`src/rtl/switch_mcu_decode_stage.sv`:
```
// rtl/switch_mcu_decode_stage.sv - RV32I(+M,+Zicsr) decode stage with 2-entry skid buffer
module switch_mcu_decode_stage #(
    parameter bit ENABLE_M   = 1'b1,
    parameter bit ENABLE_CSR = 1'b1,
    parameter int PC_WIDTH   = 32,
    parameter int CNT_WIDTH  = 16
) (
    input  logic                 input_clk,
    input  logic                 input_rst,
    input  logic                 input_flush,
    input  logic                 input_inst_valid,
    input  logic [31:0]          input_inst,
    input  logic [PC_WIDTH-1:0]  input_pc,
    output logic                 output_inst_ready,
    output logic                 output_valid,
    input  logic                 input_ready,
    output logic [5:0]           output_op,
    output logic [4:0]           output_rd,
    output logic [4:0]           output_rs1,
    output logic [4:0]           output_rs2,
    output logic [31:0]          output_imm,
    output logic                 output_illegal,
    output logic [PC_WIDTH-1:0]  output_pc,
    output logic [CNT_WIDTH-1:0] output_illegal_count
);

    // Entry layout: {op, rd, rs1, rs2, imm, illegal, pc}
    localparam int EW = 6 + 5 + 5 + 5 + 32 + 1 + PC_WIDTH;
    localparam logic [CNT_WIDTH-1:0] CNT_ONE = {{(CNT_WIDTH-1){1'b0}}, 1'b1};

    // Immediate format selector
    typedef enum logic [2:0] {
        IMM_NONE  = 3'd0,
        IMM_I     = 3'd1,
        IMM_S     = 3'd2,
        IMM_B     = 3'd3,
        IMM_J     = 3'd4,
        IMM_U     = 3'd5,
        IMM_SHAMT = 3'd6
    } imm_sel_t;

    logic [6:0]     w_opcode;
    logic [2:0]     w_funct3;
    logic [6:0]     w_funct7;
    logic [4:0]     w_rd;
    logic [4:0]     w_rs1;
    logic [4:0]     w_rs2;
    logic [5:0]     w_op;
    logic [31:0]    w_imm;
    logic           w_illegal;
    imm_sel_t       w_imm_sel;
    logic [EW-1:0]  w_dec_entry;
    logic           w_accept;
    logic           w_drain;
    logic           w_main_free;

    logic [EW-1:0]          r_main;
    logic                   r_main_valid;
    logic [EW-1:0]          r_skid;
    logic                   r_skid_valid;
    logic [CNT_WIDTH-1:0]   r_illegal_count;

    assign w_opcode = input_inst[6:0];
    assign w_funct3 = input_inst[14:12];
    assign w_funct7 = input_inst[31:25];
    assign w_rd     = input_inst[11:7];
    assign w_rs1    = input_inst[19:15];
    assign w_rs2    = input_inst[24:20];

    // Classify the presented instruction into an op code and immediate format
    always_comb begin
        w_op      = 6'd0;
        w_imm_sel = IMM_NONE;
        case (w_opcode)
            7'b0110111: begin w_op = 6'd1; w_imm_sel = IMM_U; end
            7'b0010111: begin w_op = 6'd2; w_imm_sel = IMM_U; end
            7'b1101111: begin w_op = 6'd3; w_imm_sel = IMM_J; end
            7'b1100111: begin
                w_imm_sel = IMM_I;
                if (w_funct3 == 3'b000) w_op = 6'd4;
            end
            7'b1100011: begin
                w_imm_sel = IMM_B;
                case (w_funct3)
                    3'b000:  w_op = 6'd5;
                    3'b001:  w_op = 6'd6;
                    3'b100:  w_op = 6'd7;
                    3'b101:  w_op = 6'd8;
                    3'b110:  w_op = 6'd9;
                    3'b111:  w_op = 6'd10;
                    default: w_op = 6'd0;
                endcase
            end
            7'b0000011: begin
                w_imm_sel = IMM_I;
                case (w_funct3)
                    3'b000:  w_op = 6'd11;
                    3'b001:  w_op = 6'd12;
                    3'b010:  w_op = 6'd13;
                    3'b100:  w_op = 6'd14;
                    3'b101:  w_op = 6'd15;
                    default: w_op = 6'd0;
                endcase
            end
            7'b0100011: begin
                w_imm_sel = IMM_S;
                case (w_funct3)
                    3'b000:  w_op = 6'd16;
                    3'b001:  w_op = 6'd17;
                    3'b010:  w_op = 6'd18;
                    default: w_op = 6'd0;
                endcase
            end
            7'b0010011: begin
                w_imm_sel = IMM_I;
                case (w_funct3)
                    3'b000: w_op = 6'd19;
                    3'b010: w_op = 6'd20;
                    3'b011: w_op = 6'd21;
                    3'b100: w_op = 6'd22;
                    3'b110: w_op = 6'd23;
                    3'b111: w_op = 6'd24;
                    3'b001: begin
                        w_imm_sel = IMM_SHAMT;
                        if (w_funct7 == 7'b0000000) w_op = 6'd25;
                    end
                    default: begin
                        w_imm_sel = IMM_SHAMT;
                        if (w_funct7 == 7'b0000000)      w_op = 6'd26;
                        else if (w_funct7 == 7'b0100000) w_op = 6'd27;
                    end
                endcase
            end
            7'b0110011: begin
                if (w_funct7 == 7'b0000000) begin
                    case (w_funct3)
                        3'b000: w_op = 6'd28;
                        3'b001: w_op = 6'd30;
                        3'b010: w_op = 6'd31;
                        3'b011: w_op = 6'd32;
                        3'b100: w_op = 6'd33;
                        3'b101: w_op = 6'd34;
                        3'b110: w_op = 6'd36;
                        default: w_op = 6'd37;
                    endcase
                end else if (w_funct7 == 7'b0100000) begin
                    if (w_funct3 == 3'b000)      w_op = 6'd29;
                    else if (w_funct3 == 3'b101) w_op = 6'd35;
                end else if (w_funct7 == 7'b0000001 && ENABLE_M) begin
                    w_op = 6'd48 + {3'b000, w_funct3};
                end
            end
            7'b0001111: begin
                if (input_inst == 32'h0000_100F) begin
                    w_op = 6'd39;
                end else if (input_inst[31:28] == 4'd0 && w_rs1 == 5'd0 &&
                             w_rd == 5'd0 && w_funct3 == 3'b000) begin
                    w_op = 6'd38;
                end
            end
            7'b1110011: begin
                if (input_inst == 32'h0000_0073) begin
                    w_op = 6'd40;
                end else if (input_inst == 32'h0010_0073) begin
                    w_op = 6'd41;
                end else if (ENABLE_CSR) begin
                    w_imm_sel = IMM_I;
                    case (w_funct3)
                        3'b001:  w_op = 6'd42;
                        3'b010:  w_op = 6'd43;
                        3'b011:  w_op = 6'd44;
                        3'b101:  w_op = 6'd45;
                        3'b110:  w_op = 6'd46;
                        3'b111:  w_op = 6'd47;
                        default: w_op = 6'd0;
                    endcase
                end
            end
            default: w_op = 6'd0;
        endcase
    end

    assign w_illegal = (w_op == 6'd0);

    // Build the immediate; illegal entries always carry zero
    always_comb begin
        w_imm = 32'd0;
        if (!w_illegal) begin
            case (w_imm_sel)
                IMM_I:     w_imm = {{20{input_inst[31]}}, input_inst[31:20]};
                IMM_S:     w_imm = {{20{input_inst[31]}}, input_inst[31:25], input_inst[11:7]};
                IMM_B:     w_imm = {{19{input_inst[31]}}, input_inst[31], input_inst[7],
                                    input_inst[30:25], input_inst[11:8], 1'b0};
                IMM_J:     w_imm = {{11{input_inst[31]}}, input_inst[31], input_inst[19:12],
                                    input_inst[20], input_inst[30:21], 1'b0};
                IMM_U:     w_imm = {input_inst[31:12], 12'd0};
                IMM_SHAMT: w_imm = {27'd0, input_inst[24:20]};
                default:   w_imm = 32'd0;
            endcase
        end
    end

    assign w_dec_entry = {w_op, w_rd, w_rs1, w_rs2, w_imm, w_illegal, input_pc};

    // Flush suppresses the same-cycle accept so a dropped input is never counted
    assign w_accept    = input_inst_valid & output_inst_ready & ~input_flush;
    assign w_drain     = r_main_valid & input_ready;
    assign w_main_free = ~r_main_valid | w_drain;

    // Skid buffer: main refills from skid first to keep order, else from the decoder
    always_ff @(posedge input_clk) begin
        if (input_rst) begin
            r_main       <= '0;
            r_main_valid <= 1'b0;
            r_skid       <= '0;
            r_skid_valid <= 1'b0;
        end else if (input_flush) begin
            r_main_valid <= 1'b0;
            r_skid_valid <= 1'b0;
        end else if (w_main_free) begin
            if (r_skid_valid) begin
                r_main       <= r_skid;
                r_main_valid <= 1'b1;
                r_skid_valid <= 1'b0;
            end else if (w_accept) begin
                r_main       <= w_dec_entry;
                r_main_valid <= 1'b1;
            end else begin
                r_main_valid <= 1'b0;
            end
        end else if (w_accept) begin
            r_skid       <= w_dec_entry;
            r_skid_valid <= 1'b1;
        end
    end

    // Count illegal instructions at accept time, saturating at all-ones
    always_ff @(posedge input_clk) begin
        if (input_rst) begin
            r_illegal_count <= '0;
        end else if (w_accept && w_illegal && (r_illegal_count != {CNT_WIDTH{1'b1}})) begin
            r_illegal_count <= r_illegal_count + CNT_ONE;
        end
    end

    assign output_inst_ready    = ~r_skid_valid;
    assign output_valid         = r_main_valid;
    assign output_illegal_count = r_illegal_count;

    assign output_op      = r_main[EW-1 -: 6];
    assign output_rd      = r_main[EW-7 -: 5];
    assign output_rs1     = r_main[EW-12 -: 5];
    assign output_rs2     = r_main[EW-17 -: 5];
    assign output_imm     = r_main[PC_WIDTH+32 -: 32];
    assign output_illegal = r_main[PC_WIDTH];
    assign output_pc      = r_main[PC_WIDTH-1:0];

endmodule

```
`config.mk`:
```
export PLATFORM = sky130hd
export DESIGN_NAME = switch_mcu_decode_stage
export DESIGN_NICKNAME = d
export VERILOG_FILES = /design/src/rtl/switch_mcu_decode_stage.sv
export SDC_FILE = /design/constraint.sdc
export NUM_CORES = 1
export LEC_CHECK = 0
export ABC_AREA = 1
export BUFFER_PORTS_ARGS = -buffer_cell sky130_fd_sc_hd__clkbuf_2
export CELL_PAD_IN_SITES_DETAIL_PLACEMENT = 1
export CELL_PAD_IN_SITES_GLOBAL_PLACEMENT = 1
export CORE_MARGIN = 1.5
export CORE_UTILIZATION = 29
export DETAILED_ROUTE_END_ITERATION = 10
export PLACE_DENSITY = 0.69
export SYNTH_ARGS = -nofsm -noshare
export SYNTH_HDL_FRONTEND = slang
export SYNTH_SLANG_ARGS = --single-unit
```
`constraint.sdc`:
```
create_clock -name input_clk -period 3.3 [get_ports input_clk]
set_input_delay 0.495 -clock input_clk [delete_from_list [all_inputs] [get_ports input_clk]]
set_output_delay 0.495 -clock input_clk [all_outputs]
set_load 0.1 [all_outputs]
```
After elaboration in Yosys (flattened, before gate mapping)

Cells that the tools add are included.

Register bits: 190
Latch bits: 0
Memory bits (writable): 0
Memory bits (read-only): 0
Input port bits: 69
Logic and storage cells: 94
Memories: 0

$add $sub $neg: 2
Multipliers: 0
Divide/modulo/power cells: 0
Magnitude comparators: 0
Equal/unequal tests: 30
Shift-type cells: 0
Mux-type cells: 30
Bitwise gates (word level): 8
Reduce and logical (&&, ||, !) cells: 19

Operators by type and width:

| kind                  | number |
|---|---|
| $pmux 32 s6           | 1 |
| $mux 86               | 2 |
| $pmux 6 s11           | 1 |
| $mux 6                | 9 |
| $pmux 6 s7            | 1 |
| $pmux 6 s6            | 1 |
| $pmux 5 s7            | 1 |
| $eq 32x13->1 const B  | 1 |
| $eq 32x21->1 const B  | 1 |
| $eq 32x7->1 const B   | 1 |
| $mux 32               | 1 |
| $eq 7x6->1 const B    | 4 |
| $eq 7x7->1 const B    | 4 |
| $pmux 4 s6            | 1 |
| $eq 3x3->1 const B    | 7 |
| $pmux 3 s7            | 1 |
| $pmux 4 s5            | 1 |
| $add 16x1->16 const B | 1 |
| $ne 16x16->1 const B  | 1 |
| $mux 5                | 3 |
| $pmux 5 s3            | 1 |
| $eq 7x5->1 const B    | 2 |
| $eq 3x2->1 const B    | 4 |
| $logic_not 5->1       | 2 |
| 20 further kinds      | 37 |

Longest topological paths before layout

Depth in word-level cells: 11
Mapped depth: 18
Gate-level depth less buffers: 17

Worst setup path after synthesis

OpenSTA, ideal clock, no wires.

Path type: in2reg
Start: in output_illegal_count[0]
End: reg r_illegal_count[10] (netlist: output_illegal_count[10])
Data arrival time: 2600 ps
Required time: 3230 ps
Setup slack: 630 ps
Cell stages on the path: 11
Buffers on the path: 1
Cells stage by stage: dfxtp_1 > ha_1 > nand2_1 > nor3_1 > nand2_1 > nor2_1 > nand2_1 > nand3_4 > buf_6 > nand2_1 > a21oi_1

Word-level cells in the longest chain between the ends: 2
Elaborated cells between the ends (all ways): 3
Those cells by class: add/sub (1); eq/ne (1); reduce/logical (1)

Ends and longest elaborated chain:

| what                                                                  | RTL line | source |
|---|---|---|
| start, declared                                                       | 24       | `output logic [CNT_WIDTH-1:0] output_illegal_count` |
| parallel branches: the longest is 2 deep, another holds $add 16x1->16 | -        |  |
| end signal, assigned                                                  | 242      | `r_illegal_count <= r_illegal_count + CNT_ONE;` |
| end, declared                                                         | 61       | `logic [CNT_WIDTH-1:0] r_illegal_count;` |

Several ways; the timed one is not identified.
A chain may end at the register's enable or synchronous reset.

Worst setup path in the final report

Start: in output_illegal_count[0]
End: reg r_illegal_count[3] (netlist: output_illegal_count[3])

The elaborated chain is that of the path after synthesis.

==> results_dict.tcl <==
set metrics [dict create \
    wl_per_cell_um 16.5 \
    relSlewSlack_pct 47.5 \
    worstHoldPathType "input pin to flop" \
    yosys_warnings 0 \
    clk_pin_slew_ns 0.08 \
    grt_max_degree 104 \
    synth-edff-count 0 \
    antenna_left 0 \
    fmax_ghz 0.371 \
    p_per_area_nw_per_um2 457 \
    synth_cell_type_count 35 \
    design.die.area_sq_um 33900 \
    start_util_pct 29.3 \
    crit_path_top_delay_cell "nor3_1" \
    grt_overflow 0 \
    skew_ns 0.0157 \
    root_buffer "clkbuf_16" \
    syn-num-nets 1498 \
    cpLargestDelayFamily "simple AND/OR/NAND/NOR gates" \
    path_common_cell "nand2_1" \
    critPathLaunchType "flop" \
    post_cts_buffers 0 \
    cts_buffers 17 \
    htreeDepth 4 \
    worstSkewPairLatency_ns 0.46 \
    num_rows 66 \
    maxCapViolCount 0 \
    cp.required_ns 3.67 \
    ys_seq_elements 190 \
    yosysSeqAreaShare_pct 40.0 \
    ys.flop_type "dfxtp_1" \
    num_antenna_cells 0 \
    cp-end-kind "flop" \
    post-synth-top-count-cell "nand2_1" \
    hpwlAfterDp_mm 22.9 \
    wl_mm 32.9 \
    design_area_sq_um 11300 \
    grt_use_total_pct 19.7 \
    coreArea_sq_um 32500 \
    clockBufferDepth 2 \
    ios 173 \
    cts_tree "built" \
    crit_fanout 17 \
    fin_tns_setup_ns 0 \
    p_leak_nw 5.30 \
    die_h_um 184 \
    grt_pass1_wl_mm 52.8 \
    grt_pass1_vias 9507 \
    cts.sinks 190 \
    status "finished, final reports clean" \
    drtIter0Drc 558 \
    cp_num_buf_inv 0 \
    worst_slack_ns 0.608 \
    worstPathCellList "ha_1 > nand2_1 > nor3_1 > nand2_1 > nor2_1 > nand2_1 > nand3_4 > nand2_1 > a21oi_1" \
    fin_crit_ns 2.69 \
    multi_input_area_sq_um 5000 \
    drc 0 \
    vias 9750 \
    setup_viol 0 \
    yosysTopAreaCell "dfxtp_1" \
    seq_area_sq_um 3800 \
    synth_top_area_share_pct 40.0 \
    min_period_over_period_pct 81.6 \
    cts_resized 0 \
    path_class "flop to flop" \
    die_w_um 184 \
    yosys-top-cells-count "nand2_1, nor2_1, dfxtp_1, o21ai_0, a21oi_1" \
    async_flop_share_pct 0 \
    hold_viol_final 0 \
    worst_pin_slew_ns 0.788 \
    report.final.slew_viol_count 0 \
    antenna_found_initial 0 \
    place.gp.congestion 0.872 \
    synth_area_leaders "dfxtp_1, nand2_1, nor2_1, o21ai_0, a21oi_1" \
    port_buffers 172 \
    synth_cells 1428 \
    cts_hold_buf 0 \
    layout.nets 1613 \
    drt-vias-per-instance 4.88 \
    ir_drop_v 0.000379 \
    fillers 4104 \
    rsz0062_at_grt "false" \
    synth.cell_area_sq_um 9520 \
    area_delta_synth_final_pct 18.5 \
    firstDrtPassIters 5 \
    syn_area_per_cell_sq_um 6.67 \
    drive_gt1_share_pct 19.3 \
    pre_cts_ws_ns 0.227 \
    arrival_ns 3.06 \
    finalPower_w 0.00516 \
    max_stage_delay_ns 0.51 \
    postPlaceCellArea_sq_um 10700 \
]
## report_power, final
group	leakage [nW]	switching (W)	internal, W
registers	1.54	0.0000246	0.00234
logic	3.48	0.000539	0.000135
clock network	0.289	0.00109	0.00103
## kinds of logic after synthesis
group / after synthesis / share of synthesized area [%]
AND/OR/NAND/NOR: 716 / 32.6
AO/OA/AOI/OAI: 333 / 18.5
flip-flops: 190 / 40.0
buffers and inverters: 175 / 7.62
XOR/XNOR: 13 / 1.20
adder cells (fa/ha/maj): 1 / 0.131
## area by class of cell
class                      count  area share, %
clock inverter                14           1.46
timing repair buffer         186           8.89
inverter                      85           2.87
sequential                   190           33.7
multi-input combinational   1063           44.3
clock buffer                  18           3.80
tap                          442           4.90
## cell usage in the layout, fill, tap and decap left out, types with 6 or more instances in the layout
cell type,instances
inv_2,16
nor2_1,216
xor2_1,6
nor2_4,10
nand2_1,370
buf_4,11
xnor2_1,7
nor2_2,13
dfxtp_1,189
nand2_2,28
inv_6,6
a31oi_1,48
nand3_1,29
clkbuf_2,172
clkbuf_16,17
inv_1,62
a21oi_1,118
nand4_1,30
nor3_1,6
o21ai_0,149
o211ai_1,6
## tightest hold or removal path, delay by kind of cell
kind | cells | cell delay, ns
buf+inv | 1 | 0.09
simple gates | 2 | 0.12
## per-stage QoR
stage / std cells / utilization, % / hold slack (ns)
5_1_grt: 1998 / 34.8 / 0.275
4_1_cts: 1998 / 34.8 / 0.262
6_report: 1998 / 34.8 / 0.283
2_1_floorplan: 1428 / - / 0.456
3_3_place_gp: 1966 / 32.9 / 0.453
3_5_place_dp: 1966 / 32.9 / 0.458
## registers in the layout, summed over array words and instances, names as in the netlist
name                  flops
r_main                   86
r_skid                   86
output_illegal_count     16
output_valid              1
r_skid_valid              1
## per-layer routing
| layer | wire length (um) | GRT usage (%) | part of all wire [%] | vias to the layer above |
|---|---|---|---|---|
| met4 | 400 | 4.85 | 1.2 | 0 |
| met3 | 1080 | 3.18 | 3.3 | 25 |
| met2 | 14700 | 31.0 | 45 | 160 |
| li1 | - | - | - | 4887 |
| met5 | 0 | 0 | 0 | - |
| met1 | 16700 | 28.1 | 51 | 4678 |
## worst paths after layout
path	start	endpoint	slack, ns	cells after the start
worst max-delay path	output_illegal_count[0]$_SDFFE_PP0P_	output_illegal_count[3]$_SDFFE_PP0P_	0.61	9
worst min-delay path	input_pc[12]	r_skid[12]$_SDFFE_PP0P_	0.28	3
worst max register to register	output_illegal_count[0]$_SDFFE_PP0P_	output_illegal_count[3]$_SDFFE_PP0P_	0.61	9
worst min register to register	r_main[45]$_SDFFE_PP0P_	r_main[45]$_SDFFE_PP0P_	0.47	2
No activity file was read; power rests on OpenSTA's default activity.
